--- src/rtl/pot_scan_ctrl_if.sv ---
// Purpose: bundles register-decode strobes, pot pins and status reads of the pot scan sequencer.
// Latency: none, wiring only.
// Backpressure: none, strobe-driven with no stall path.
interface pot_scan_ctrl_if #(
    parameter int NUM_POTS = 8
);
    logic                potgo_wr;
    logic                fast_scan;
    logic [NUM_POTS-1:0] pot_in;
    logic [2:0]          pot_sel;
    logic [7:0]          pot_val;
    logic [NUM_POTS-1:0] allpot;
    logic                dump_en;
    logic                scan_busy;
    logic                scan_done;

    // Register decode and pot pins drive the sequencer
    modport master (
        output potgo_wr, fast_scan, pot_in, pot_sel,
        input  pot_val, allpot, dump_en, scan_busy, scan_done
    );

    // The sequencer itself
    modport slave (
        input  potgo_wr, fast_scan, pot_in, pot_sel,
        output pot_val, allpot, dump_en, scan_busy, scan_done
    );
endinterface

--- src/rtl/pot_scan_ctrl.sv ---
// Purpose: POTGO-driven paddle measurement: dump capacitors, release, count scan lines, latch per-pot counts.
// Latency: potgo_wr acts next cycle; pot_in reaches the latches through a 2-flop synchronizer.
// Backpressure: none; potgo_wr restarts a measurement at any time.
module pot_scan_ctrl #(
    parameter int NUM_POTS    = 8,
    parameter int LINE_CYCLES = 114,
    parameter int MAX_COUNT   = 228,
    parameter int DUMP_CYCLES = 2
) (
    input  logic          o2,
    input  logic          rst_L,
    pot_scan_ctrl_if.slave bus
);
    localparam int PW = (LINE_CYCLES > 1) ? $clog2(LINE_CYCLES) : 1;
    localparam int DW = $clog2(DUMP_CYCLES + 1);

    typedef enum logic [1:0] {
        IDLE = 2'd0,
        DUMP = 2'd1,
        SCAN = 2'd2,
        DONE = 2'd3
    } state_t;

    state_t              state_q;
    logic [NUM_POTS-1:0] sync1_q;
    logic [NUM_POTS-1:0] sync2_q;
    logic [NUM_POTS-1:0] allpot_q;
    logic [7:0]          pot_q [NUM_POTS];
    logic [7:0]          line_cnt_q;
    logic [PW-1:0]       presc_q;
    logic [DW-1:0]       dump_cnt_q;
    logic                dump_en_q;
    logic                scan_busy_q;
    logic                scan_done_q;

    logic                tick;
    logic                at_max;
    logic [NUM_POTS-1:0] hit;
    logic [NUM_POTS-1:0] remain;
    logic [7:0]          pot_val_d;

    // Two-flop synchronizer for the asynchronous comparator outputs
    always_ff @(posedge o2 or negedge rst_L) begin
        if (!rst_L) begin
            sync1_q <= '0;
            sync2_q <= '0;
        end else begin
            sync1_q <= bus.pot_in;
            sync2_q <= sync1_q;
        end
    end

    // Line tick and per-pot crossing detection for the current scan line
    always_comb begin
        tick = 1'b0;
        if (state_q == SCAN) begin
            tick = bus.fast_scan || (presc_q == PW'(LINE_CYCLES - 1));
        end
        at_max = (line_cnt_q == 8'(MAX_COUNT));
        hit    = allpot_q & sync2_q;
        remain = allpot_q & ~hit;
    end

    // Sequencer: state, line count, prescaler, dump timer and registered status outputs
    always_ff @(posedge o2 or negedge rst_L) begin
        if (!rst_L) begin
            state_q     <= IDLE;
            line_cnt_q  <= '0;
            presc_q     <= '0;
            dump_cnt_q  <= '0;
            dump_en_q   <= 1'b1;
            scan_busy_q <= 1'b0;
            scan_done_q <= 1'b0;
        end else begin
            scan_done_q <= 1'b0;
            if (bus.potgo_wr) begin
                // A new POTGO overrides everything, including a terminal tick
                state_q     <= DUMP;
                line_cnt_q  <= '0;
                presc_q     <= '0;
                dump_cnt_q  <= '0;
                dump_en_q   <= 1'b1;
                scan_busy_q <= 1'b1;
            end else begin
                case (state_q)
                    DUMP: begin
                        if (dump_cnt_q == DW'(DUMP_CYCLES - 1)) begin
                            state_q   <= SCAN;
                            dump_en_q <= 1'b0;
                        end else begin
                            dump_cnt_q <= dump_cnt_q + DW'(1);
                        end
                    end
                    SCAN: begin
                        if (bus.fast_scan || (presc_q == PW'(LINE_CYCLES - 1))) begin
                            presc_q <= '0;
                        end else begin
                            presc_q <= presc_q + PW'(1);
                        end
                        if (tick) begin
                            if (at_max || (remain == '0)) begin
                                state_q     <= DONE;
                                dump_en_q   <= 1'b1;
                                scan_busy_q <= 1'b0;
                                scan_done_q <= 1'b1;
                            end else begin
                                line_cnt_q <= line_cnt_q + 8'd1;
                            end
                        end
                    end
                    default: begin
                        // IDLE and DONE hold until the next POTGO
                    end
                endcase
            end
        end
    end

    // POT latches and ALLPOT: capture the line count when a still-counting pot crosses
    always_ff @(posedge o2 or negedge rst_L) begin
        if (!rst_L) begin
            allpot_q <= '1;
            for (int i = 0; i < NUM_POTS; i++) begin
                pot_q[i] <= '0;
            end
        end else if (bus.potgo_wr) begin
            allpot_q <= '1;
            for (int i = 0; i < NUM_POTS; i++) begin
                pot_q[i] <= '0;
            end
        end else if (tick) begin
            for (int i = 0; i < NUM_POTS; i++) begin
                if (hit[i]) begin
                    pot_q[i] <= line_cnt_q;
                end else if (at_max && allpot_q[i]) begin
                    pot_q[i] <= 8'(MAX_COUNT);
                end
            end
            allpot_q <= at_max ? '0 : remain;
        end
    end

    // POTn read mux; selects beyond the implemented pots read zero
    always_comb begin
        pot_val_d = '0;
        for (int i = 0; i < NUM_POTS; i++) begin
            if (bus.pot_sel == 3'(i)) begin
                pot_val_d = pot_q[i];
            end
        end
    end

    assign bus.pot_val   = pot_val_d;
    assign bus.allpot    = allpot_q;
    assign bus.dump_en   = dump_en_q;
    assign bus.scan_busy = scan_busy_q;
    assign bus.scan_done = scan_done_q;

endmodule

--- src/flat_wrapper.sv ---
// flat-port wrapper written by rule: the top's interface ports become plain ports
module pot_scan_ctrl_flat 
#(
    parameter int NUM_POTS    = 8,
    parameter int LINE_CYCLES = 114,
    parameter int MAX_COUNT   = 228,
    parameter int DUMP_CYCLES = 2
)
  (o2, rst_L, bus_potgo_wr, bus_fast_scan, bus_pot_in, bus_pot_sel, bus_pot_val, bus_allpot, bus_dump_en, bus_scan_busy, bus_scan_done);
  pot_scan_ctrl_if #(.NUM_POTS(NUM_POTS)) bus_i ();
  input  logic o2;
  input  logic rst_L;
  input wire logic [$bits(bus_i.potgo_wr)-1:0] bus_potgo_wr;
  input wire logic [$bits(bus_i.fast_scan)-1:0] bus_fast_scan;
  input wire logic [$bits(bus_i.pot_in)-1:0] bus_pot_in;
  input wire logic [$bits(bus_i.pot_sel)-1:0] bus_pot_sel;
  output wire logic [$bits(bus_i.pot_val)-1:0] bus_pot_val;
  output wire logic [$bits(bus_i.allpot)-1:0] bus_allpot;
  output wire logic [$bits(bus_i.dump_en)-1:0] bus_dump_en;
  output wire logic [$bits(bus_i.scan_busy)-1:0] bus_scan_busy;
  output wire logic [$bits(bus_i.scan_done)-1:0] bus_scan_done;
  assign bus_i.potgo_wr = bus_potgo_wr;
  assign bus_i.fast_scan = bus_fast_scan;
  assign bus_i.pot_in = bus_pot_in;
  assign bus_i.pot_sel = bus_pot_sel;
  assign bus_pot_val = bus_i.pot_val;
  assign bus_allpot = bus_i.allpot;
  assign bus_dump_en = bus_i.dump_en;
  assign bus_scan_busy = bus_i.scan_busy;
  assign bus_scan_done = bus_i.scan_done;
  pot_scan_ctrl #(.NUM_POTS(NUM_POTS), .LINE_CYCLES(LINE_CYCLES), .MAX_COUNT(MAX_COUNT), .DUMP_CYCLES(DUMP_CYCLES)) u_core (.o2(o2), .rst_L(rst_L), .bus(bus_i));
endmodule
--- config.mk ---
export PLATFORM = sky130hd
export DESIGN_NAME = pot_scan_ctrl_flat
export DESIGN_NICKNAME = d
export VERILOG_FILES = /design/src/rtl/pot_scan_ctrl_if.sv /design/src/rtl/pot_scan_ctrl.sv /design/src/flat_wrapper.sv
export SDC_FILE = /design/constraint.sdc
export NUM_CORES = 1
export LEC_CHECK = 0
export ABC_AREA = 1
export ABC_CLOCK_PERIOD_IN_PS = 4250
export BUFFER_PORTS_ARGS = -buffer_cell sky130_fd_sc_hd__buf_2
export CORE_MARGIN = 2
export CORE_UTILIZATION = 25
export CTS_CLUSTER_DIAMETER = 100
export DETAILED_ROUTE_END_ITERATION = 8
export PLACE_DENSITY = 0.44
export SLEW_MARGIN = 40
export SYNTH_ARGS = -nofsm -noshare
export SYNTH_HDL_FRONTEND = slang
export SYNTH_SLANG_ARGS = --single-unit
--- constraint.sdc ---
create_clock -name o2 -period 4.25 [get_ports o2]
set_clock_uncertainty 0.05 [all_clocks]
set_input_delay 0 -clock o2 [delete_from_list [all_inputs] [get_ports o2]]
set_output_delay 0 -clock o2 [all_outputs]
set_load 0.005 [all_outputs]
==> summary.txt <==
Logic synthesis
  • Post-Syn Nets: 698
  • Syn Area/Cell: 8.007 um2
  • Top-count cell post-synth: nand2_1
  • Top post-synthesis cells by count: nand2_1 (231), dfrtp_1 (101), nand3_1 (56)
  • Sequential cell area fraction in the yosys report: 0.5091
  • Yosys Warn Count: 0
  • Cells after Synth: 678
  • Number of synthesized flops with an enable pin: 0
  • Synth Register Bits: 110
  • Post-synth top area share: 0.4655
  • Syn Std Cell Area: 5429 um2
  • Synth async-reset ratio: 1.000
  • Dominant cell type by area after synthesis: dfrtp_1
  • Area contributors post-synth: dfrtp_1 (47%), nand2_1 (16%), nand3_1 (5.2%)
  • Predominant post-synthesis flop cell: dfrtp_1
  • Yosys cell types: 37

Timing
  • Final setup margin: 1.990 ns
  • Slew margin rel.: 0.4499
  • Minimum clock period: 2.260 ns
  • Slew @ Worst Pin: 0.8221 ns
  • Hold Fails Final Rpt: 0
  • Fin crit share: 0.5318
  • Hold_ws: 0.005495 ns
  • Max-slew violation count: 0
  • RSZ-0062 raised after global routing: false
  • Setup TNS: 0 ns
  • Final setup vio count: 0
  • Fmax: 0.4424 GHz

Setup path
  • Arrival @ worst endpoint: 2.44 ns
  • Most frequent CP cell: nand2_1
  • Worst path max stage delay: 0.42 ns
  • RR Startpoint: u_core.presc_q[1]$_DFFE_PN0P_
  • FF-to-FF setup slack: 1.99 ns
  • Worst setup endpoint: u_core.pot_q[42]$_DFFE_PN0P_
  • R2r endpoint: u_core.pot_q[42]$_DFFE_PN0P_
  • CP Max Fanout: 44
  • Worst Setup SP: u_core.presc_q[1]$_DFFE_PN0P_
  • Cells on worst reg2reg path: 9
  • Worst path depth: 9
  • Crit path cell chain: inv_1 -> ha_1 -> nand3_1 -> o21bai_2 -> nand2_2 -> nand2_4 -> nand2_1 -> nand2_1 -> o21ai_1
  • Crit path launch type: flip-flop
  • CP Class: flip-flop to flip-flop
  • CP Buf/Inv Count: 1
  • Critical Path RT: 4.43 ns
  • Crit path max-delay cell type: nand2_4
  • Worst path top cell family by delay: simple AND/OR/NAND/NOR gates
  • Critical path endpoint category: flip-flop

GRT
  • First-pass GRT wire length: 24.09 mm
  • Largest net degree at the start of global routing: 50
  • Initial antenna violation count: 0
  • GRT Util Overall: 0.1393
  • Vias in the first global route: 4,186
  • Overflow after GRT: 0

Hold path
  • Hold path start: bus_fast_scan
  • HP Class: primary input to flip-flop

Die
  • I/O pins: 34
  • Core ar.: 21,150 um2
  • Die width: 151.4 um
  • Die H: 151.4 um
  • Die Footprint: 22,910 um2
  • Num rows: 53
  • Initial core utilization: 0.2566

Finish
  • Design Area, Final: 6193 um2
  • Layout Area Growth over Synthesis: 14.08%
  • Share of cells above drive strength 1: 0.1385
  • Layout Nets: 730
  • Area taken by multi-input logic gates: 2295 um2
  • Storage cell area: 2764 um2
  • FILL cells: 2,296
  • Inserted Diodes: 0

Power
  • Pwr dens: 362.4 nW/um2
  • Final Total Pwr: 0.002245 W
  • Peak supply drop: 0.1788 mV
  • Leak: 2.932 nW
  • Sw Share: 0.2749
  • Reg power frac: 0.516
  • Switch Pwr: 0.0006170 W
  • Comb pwr share: 0.117
  • Clock power share: 0.367
  • Int Power: 0.001628 W

Run status
  • Outcome: completed

Clock network
  • H-tree depth: 3
  • Num CTS Buffers: 9
  • Clock sink count: 110
  • Clock root cell: clkbuf_16
  • Setup bufs post-CTS: 0
  • CTS max path bufs: 2
  • Skew-Pair Late Insertion Delay: 0.35 ns
  • Clock-pin slew on the worst setup and hold paths: 0.07 ns
  • CTS tree: built

Routing
  • Drt drc: 0
  • Via count: 4,384
  • WL met3: 484 um
  • DRT met1 WL: 7.567 mm
  • Drt pass-1 iters: 6
  • Routed len/inst: 15.05 um
  • Routed Antenna Nets: 0
  • DRT iter0 DRCs: 239
  • Wirelength, routed: 14.90 mm
  • DR vias/cell: 4.428
  • Met2 WL post-DR: 6.502 mm
  • Uppermost layer routed: met4

Placement
  • Post-Place Cell Area: 5806 um2
  • Detailed Place HPWL: 10.52 mm
  • GP Congestion: 0.7753
  • Port-buffer cells: 33
  • DP Worst Slack: 1.976 ns

Job
  • Max-Cap Viols: 0
tightest hold or removal path, cell delays in order:
cell and delay [ns]:
buf_2 0.07, o21bai_2 0.11, nor3_1 0.07, nand2_1 0.05
o21ai_0 0.06
timing repair:
item | in CTS | in global routing
hold endpoints to repair | 33 | 0
gates resized for setup | 0 | 0
hold buffers | 10 | 0
cell type report:
type                       instances  area share
inverter                          54     0.03313
sequential                       110      0.4463
clock buffer                      14     0.04263
clock inverter                     2    0.002626
multi-input combinational        487      0.3705
tap                              275     0.05556
timing repair buffer              48     0.04929
through the flow:
stage                     cells    util
final                       990  0.2928
after global placement      964  0.2742
after detailed placement    964  0.2744
after floorplan             678       -
after global routing        990  0.2928
after CTS                   990  0.2924
cell usage in the layout, fill, tap and decap left out, drive strengths merged, types with 3 or more instances in the layout:
master	count
dfstp	9
ha	5
nor3	11
buf	38
nand4	18
dlygate4sd3	10
o22ai	3
nor2	55
o21ai	77
nand2	242
inv	54
dfrtp	101
a21oi	8
clkbuf	14
nand3	58
flip-flops by register name, summed over array words and instances (netlist names):
register	count
u_core.presc_q	7
u_core.bus.scan_done	1
u_core.dump_cnt_q	2
u_core.state_q	2
u_core.bus.allpot	8
u_core.pot_q	64
u_core.bus.scan_busy	1
u_core.line_cnt_q	8
u_core.bus.dump_en	1
u_core.sync2_q	8
u_core.sync1_q	8
cells by family after synthesis:
group,synth area share
adders and majority gates,0.01152
DFF,0.5091
and+or+nand+nor,0.3068
buffers and inverters,0.07052
xor gates and xnor gates,0.004841
AOI/OAI and AO/OA,0.09726
layer usage:
| layer | global-route usage | up-vias |
|---|---|---|
| li1 | - | 2254 |
| met1 | 0.2024 | 2037 |
| met2 | 0.2093 | 75 |
| met3 | 0.01928 | 18 |
| met4 | 0.05280 | 0 |
| met5 | 0 | - |
power by group through the flow:
stage	sequential (W)	combinational, W	clock, W
after floorplan	0.00116	0.000176	0
after global placement	0.00118	0.000258	0
after detailed placement	0.00118	0.000261	0
after CTS	0.00116	0.000268	0.000849
after global routing	0.00117	0.000302	0.000899
final	0.00116	0.000262	0.000824
how the worst min path moves through the flow:
stage | to | slack (ns) | depth (start not counted)
finish | u_core.presc_q[5]$_DFFE_PN0P_ | 0.005 | 5
global route | u_core.presc_q[5]$_DFFE_PN0P_ | 0.04 | 5
CTS | u_core.presc_q[5]$_DFFE_PN0P_ | 0.002 | 5
detailed placement | u_core.pot_q[48]$_DFFE_PN0P_ | -0.11 | 1
global placement | u_core.pot_q[50]$_DFFE_PN0P_ | -0.1 | 1
floorplan | u_core.bus.scan_busy$_DFFE_PN0P_ | -0.35 | 0
No activity file was read; power rests on OpenSTA's default activity.
